### src/rtl/saturn_inst_decoder.sv
// Saturn CPU instruction-nibble decoder: P=n, GOC/GOTO/GOSUB, optional long jumps (8C-8F).
// Long-jump decoding is enabled by defining SATURN_DEC_LONGJMP_EN.
module saturn_inst_decoder (
    input  logic        i_clk,
    input  logic        i_reset,
    input  logic        i_clk_en,
    input  logic [3:0]  i_phases,
    input  logic [1:0]  i_phase,
    input  logic [31:0] i_cycle_ctr,
    input  logic        i_bus_busy,
    input  logic [3:0]  i_nibble,
    input  logic [3:0]  i_reg_p,
    input  logic [19:0] i_current_pc,
    output logic [4:0]  o_alu_reg_dest,
    output logic [4:0]  o_alu_reg_src_1,
    output logic [4:0]  o_alu_reg_src_2,
    output logic [3:0]  o_alu_imm_value,
    output logic [4:0]  o_alu_opcode,
    output logic [2:0]  o_jump_length,
    output logic [3:0]  o_instr_type,
    output logic        o_instr_decoded,
    output logic        o_instr_execute
);

    typedef enum logic [1:0] {
        ST_IDLE   = 2'd0,
        ST_PSET   = 2'd1,
        ST_OP2    = 2'd2,
        ST_OFFSET = 2'd3
    } state_t;

    localparam logic [4:0] REG_P    = 5'd20;
    localparam logic [4:0] REG_IMM  = 5'd30;
    localparam logic [4:0] REG_NONE = 5'd31;
    localparam logic [4:0] OP_COPY  = 5'd0;
    localparam logic [4:0] OP_NONE  = 5'd31;
    localparam logic [3:0] T_NOP    = 4'd0;
    localparam logic [3:0] T_ALU    = 4'd1;
    localparam logic [3:0] T_JUMP   = 4'd2;
    localparam logic [3:0] T_INV    = 4'd15;

    state_t      r_state, w_state;
    logic [2:0]  r_ofs_cnt, w_ofs_cnt;
    logic        r_nop3, w_nop3;
    logic [4:0]  r_dest, w_dest, r_src1, w_src1, r_src2, w_src2, r_opcode, w_opcode;
    logic [3:0]  r_imm, w_imm, r_type, w_type;
    logic [2:0]  r_jlen, w_jlen;
    logic        r_decoded, w_decoded, r_execute, w_execute;
    logic        w_sample;
    logic        w_unused;

    assign w_sample = i_clk_en & i_phases[1] & ~i_bus_busy;
    assign w_unused = ^{i_phase, i_cycle_ctr, i_reg_p, i_current_pc, i_phases[3:2], i_phases[0]};

    always_ff @(posedge i_clk or posedge i_reset) begin
        if (i_reset) begin
            r_state   <= ST_IDLE;
            r_ofs_cnt <= '0;
            r_nop3    <= 1'b0;
            r_dest    <= REG_NONE;
            r_src1    <= REG_NONE;
            r_src2    <= REG_NONE;
            r_opcode  <= OP_NONE;
            r_imm     <= '0;
            r_type    <= T_NOP;
            r_jlen    <= '0;
            r_decoded <= 1'b0;
            r_execute <= 1'b0;
        end else begin
            r_state   <= w_state;
            r_ofs_cnt <= w_ofs_cnt;
            r_nop3    <= w_nop3;
            r_dest    <= w_dest;
            r_src1    <= w_src1;
            r_src2    <= w_src2;
            r_opcode  <= w_opcode;
            r_imm     <= w_imm;
            r_type    <= w_type;
            r_jlen    <= w_jlen;
            r_decoded <= w_decoded;
            r_execute <= w_execute;
        end
    end

    always_comb begin
        w_state   = r_state;
        w_ofs_cnt = r_ofs_cnt;
        w_nop3    = r_nop3;
        w_dest    = r_dest;
        w_src1    = r_src1;
        w_src2    = r_src2;
        w_opcode  = r_opcode;
        w_imm     = r_imm;
        w_type    = r_type;
        w_jlen    = r_jlen;
        w_decoded = r_decoded;
        w_execute = r_execute;

        if (w_sample) begin
            case (r_state)
                ST_IDLE: begin
                    // First nibble of a new instruction: wipe everything left by the last one.
                    w_dest    = REG_NONE;
                    w_src1    = REG_NONE;
                    w_src2    = REG_NONE;
                    w_opcode  = OP_NONE;
                    w_imm     = '0;
                    w_type    = T_NOP;
                    w_jlen    = '0;
                    w_decoded = 1'b0;
                    w_execute = 1'b0;
                    w_ofs_cnt = '0;
                    w_nop3    = 1'b0;
                    case (i_nibble)
                        4'h2: begin
                            w_decoded = 1'b1;
                            w_state   = ST_PSET;
                        end
                        4'h4: begin
                            w_type    = T_JUMP;
                            w_jlen    = 3'd2;
                            w_decoded = 1'b1;
                            w_nop3    = 1'b1;
                            w_state   = ST_OFFSET;
                        end
                        4'h6, 4'h7: begin
                            w_type    = T_JUMP;
                            w_jlen    = 3'd3;
                            w_decoded = 1'b1;
                            w_state   = ST_OFFSET;
                        end
                        4'h8: w_state = ST_OP2;
                        default: begin
                            w_type    = T_INV;
                            w_decoded = 1'b1;
                            w_execute = 1'b1;
                        end
                    endcase
                end
                ST_PSET: begin
                    w_type    = T_ALU;
                    w_dest    = REG_P;
                    w_src1    = REG_IMM;
                    w_src2    = REG_NONE;
                    w_imm     = i_nibble;
                    w_opcode  = OP_COPY;
                    w_decoded = 1'b1;
                    w_execute = 1'b1;
                    w_state   = ST_IDLE;
                end
                ST_OP2: begin
                    w_decoded = 1'b1;
                    w_type    = T_INV;
                    w_execute = 1'b1;
                    w_state   = ST_IDLE;
`ifdef SATURN_DEC_LONGJMP_EN
                    case (i_nibble)
                        4'hC, 4'hE: begin
                            w_type    = T_JUMP;
                            w_jlen    = 3'd4;
                            w_execute = 1'b0;
                            w_state   = ST_OFFSET;
                        end
                        4'hD, 4'hF: begin
                            w_type    = T_JUMP;
                            w_jlen    = 3'd5;
                            w_execute = 1'b0;
                            w_state   = ST_OFFSET;
                        end
                        default: ;
                    endcase
`endif
                end
                ST_OFFSET: begin
                    w_ofs_cnt = r_ofs_cnt + 3'd1;
                    // NOP3 is GOC with offset nibbles 2 then 0.
                    if (r_ofs_cnt == 3'd0)
                        w_nop3 = r_nop3 & (i_nibble == 4'h2);
                    else if (r_ofs_cnt == 3'd1)
                        w_nop3 = r_nop3 & (i_nibble == 4'h0);
                    if (w_ofs_cnt == r_jlen) begin
                        w_execute = 1'b1;
                        w_type    = w_nop3 ? T_NOP : T_JUMP;
                        w_state   = ST_IDLE;
                    end
                end
                default: w_state = ST_IDLE;
            endcase
        end
    end

    assign o_alu_reg_dest  = r_dest;
    assign o_alu_reg_src_1 = r_src1;
    assign o_alu_reg_src_2 = r_src2;
    assign o_alu_imm_value = r_imm;
    assign o_alu_opcode    = r_opcode;
    assign o_jump_length   = r_jlen;
    assign o_instr_type    = r_type;
    assign o_instr_decoded = r_decoded;
    assign o_instr_execute = r_execute;

endmodule

### config.mk
export PLATFORM = sky130hd
export DESIGN_NAME = saturn_inst_decoder
export DESIGN_NICKNAME = d
export VERILOG_FILES = /design/src/rtl/saturn_inst_decoder.sv
export SDC_FILE = /design/constraint.sdc
export NUM_CORES = 1
export LEC_CHECK = 0
export CELL_PAD_IN_SITES_DETAIL_PLACEMENT = 0
export CELL_PAD_IN_SITES_GLOBAL_PLACEMENT = 1
export CORE_MARGIN = 3
export CORE_UTILIZATION = 22
export CTS_CLUSTER_SIZE = 10
export DETAILED_ROUTE_END_ITERATION = 8
export GPL_TIMING_DRIVEN = 0
export PLACE_DENSITY_LB_ADDON = 0.1
export RECOVER_POWER = 25
export SETUP_SLACK_MARGIN = 0.02
export SLEW_MARGIN = 30
export SYNTH_ARGS = -nofsm -noshare
export SYNTH_HDL_FRONTEND = slang
export SYNTH_SLANG_ARGS = --single-unit
### constraint.sdc
create_clock -name i_clk -period 2.1 [get_ports i_clk]
set_clock_uncertainty 0.15 [all_clocks]
set_input_delay 0.315 -clock i_clk [delete_from_list [all_inputs] [get_ports i_clk]]
set_output_delay 0.315 -clock i_clk [all_outputs]
set_load 0.02 [all_outputs]
==> out/qor.csv <==
metric,value,unit
port_buffers,26,
place_ws,0.0469,ns
cp_cell_sequence,"buf_4, clkdlybuf4s50_1",
tightest_slew,0.717,ns
postPlaceCellArea,0.00162,mm^2
r2r-start,r_state[0]$_DFFE_PP0P_,
regArea,452,um^2
fin_ws,0.0762,ns
regToRegSetupSlack,0.18,ns
power_density,1200,mW/mm^2
drtPass1Iterations,4,
ys_seq_area_share,36.5,%
finalPower,0.00203,W
drive_gt1_share,22.8,%
detail-route-antenna-nets,0,
start_kind,flop,
synth_top_area_cell,dfrtp_1,
grt_usage,9.24,%
outcome,"complete, no violations",
syn_to_final_growth,37.0,%
multiInputGateArea,576,um^2
globalRouteMet1Util,11.6,%
fmax,0.494,GHz
hold_viol,0,
setup_tns,0,ns
min_path_cells,2,
dr.first_iter.drc_count,38,
cp.required,1.63,ns
first_global_vias,994,
met3_usage,1.77,%
drv_slew,0,
yosysTopAreaCellShare,34.3,%
core.rowCount,26,
cts_max_level,1,
clock-sinks,18,
cts_made_buffers,3,
layout_min_cycle_time,2.02,ns
grt_pass1_wl,4720,um
worstSetupEndpointType,output port,
n_fill_cell,559,
crit_arrival,1.56,ns
drc,0,
cpPeakStageDelay,0.60,ns
antenna_found_initial,0,
nets,249,
grt_overflow,0,
final_common_cell,buf_4,
num_io_pins,103,
use_met2,15.6,%
dieWidth,81.0,um
synth_area_per_cell,9.60,um^2
synth-seq-cells,18,
die_area,0.00657,mm^2
leakagePower,0.779,nW
cts_tree,done,
clock_latency,0.25,ns
maxCapViolations,0,
core-area,0.00527,mm^2
place_hpwl,2210,um
wl_per_cell,11.6,um
crit_slowest_cell,dfstp_2,
path_class,reg2out,
start_util,23.5,%
relSlewSlack,52.1,%
reg2reg_depth,5,
clk_pin_slew,0.07,ns
grt_setup_unrepaired,false,
hp-start,i_nibble[0],
ys.warnings.count,0,
grt_max_degree,19,
max-vdd-ir-drop,395,uV
setup_viol,0,
synth-main-ff-cell,dfrtp_1,
hp-class,in2reg,
die_h,81.0,um
cts-root-buf,clkbuf_8,
synth_edf_count,0,
post-route-util,32.2,%
vias,983,
synth.distinct_cells,40,
cts_buffer_depth,2,
finalCritPeriodShare,96.4,%
min_to,o_alu_imm_value[0]$_DFFE_PP0P_,
final_area,0.00170,mm^2
top_usage_layer,met2,
route.detailed.vias_per_inst,4.08,
cp_max_fo,8,
synthArstFlopShare,100,%
diodes,0,
synthCells,129,
totalWireLength,2790,um
final_cell_mix,"buf_4, clkdlybuf4s50_1, dfrtp_1",
netlist_area,0.00124,mm^2
place.gp.congestion,0.751,
synthTopCellsByArea,"dfrtp_1, buf_4, ha_1",
reg2reg_to,o_instr_type[1]$_DFFE_PP0P_,
==> cell families (layout without fill, tap and decap cells) <==
group	after synthesis	count (layout)	share of synthesized area, %
AOI/OAI and AO/OA	29	29	17.0
other	2	12	0.606
buffers and inverters	36	68	20.1
and+or+nand+nor	30	30	13.6
DFF	18	18	36.5
muxes	2	2	1.62
adders and majority gates	7	7	7.07
xor gates and xnor gates	5	5	3.54
==> power breakdown <==
group	internal [W]	switching [W]
Clock	0.000166	0.000118
Combinational	0.000588	0.000583
Sequential	0.000476	0.0000991
==> flip-flops by register name, summed over array words and instances (netlist names) <==
name / cells
o_instr_decoded: 1
o_instr_execute: 1
r_ofs_cnt: 3
o_alu_opcode: 1
r_state: 2
o_jump_length: 2
r_nop3: 1
o_alu_imm_value: 4
o_instr_type: 3
==> worst max-delay path, delay by kind of cell (launching register included) <==
family / cells / cell delay [ns]
buffers and inverters: 2 / 0.70
flip-flops: 1 / 0.60
==> per-layer routing <==
| layer | share of wire [%] | vias to the layer above |
|---|---|---|
| met4 | 0.68 | 0 |
| met5 | 0 | - |
| li1 | - | 497 |
| met3 | 3.8 | 2 |
| met1 | 46 | 464 |
| met2 | 49 | 20 |
==> through the flow <==
step,std cells,hold slack (ns)
floorplan,139,0.103
detailed placement,235,0.333
finish,241,0.175
global placement,235,0.326
CTS,241,0.176
global route,241,0.180
==> final cells by class <==
type                    count  area share, %
repair buffers             28           16.4
multi-input cells          85           33.9
plain buffers              27           12.7
flip-flops and latches     18           26.6
clock buffers               4           3.24
well taps                  70           5.16
inverters                   9           1.99
==> cells in the mapped netlist, types with 3 or more instances <==
library cell	count
inv_1	9
a22o_1	3
dfrtp_1	17
nand2_1	7
ha_1	7
o21ai_0	9
o21ai_1	3
xnor2_1	4
buf_4	21
nor2_1	5
buf_6	3
nor3_1	3
==> how the worst max path moves through the flow <==
stage	startpoint	end	slack, ns	depth (start not counted)
2_1_floorplan	r_ofs_cnt[0]$_DFFE_PP0P_	o_instr_type[1]$_DFFE_PP0P_	0.35	6
3_3_place_gp	i_phases[1]	o_instr_type[1]$_DFFE_PP0P_	0.05	5
3_5_place_dp	i_nibble[2]	o_instr_type[0]$_DFFE_PP0P_	0.05	5
4_1_cts	o_alu_opcode[3]$_DFFE_PP1P_	o_alu_opcode[3]	0.05	2
5_1_grt	o_alu_opcode[3]$_DFFE_PP1P_	o_alu_reg_dest[1]	0.02	2
6_report	o_alu_opcode[3]$_DFFE_PP1P_	o_alu_reg_dest[1]	0.08	2
==> timing repair <==
item / 4_1_cts / 5_1_grt
hold endpoints to repair: 0 / 0
hold buffers: 0 / 0
buffers inserted: 2 / 0
gates resized for setup: 4 / 3
setup endpoints to repair: 8 / 3
No activity file was read; power rests on OpenSTA's default activity.
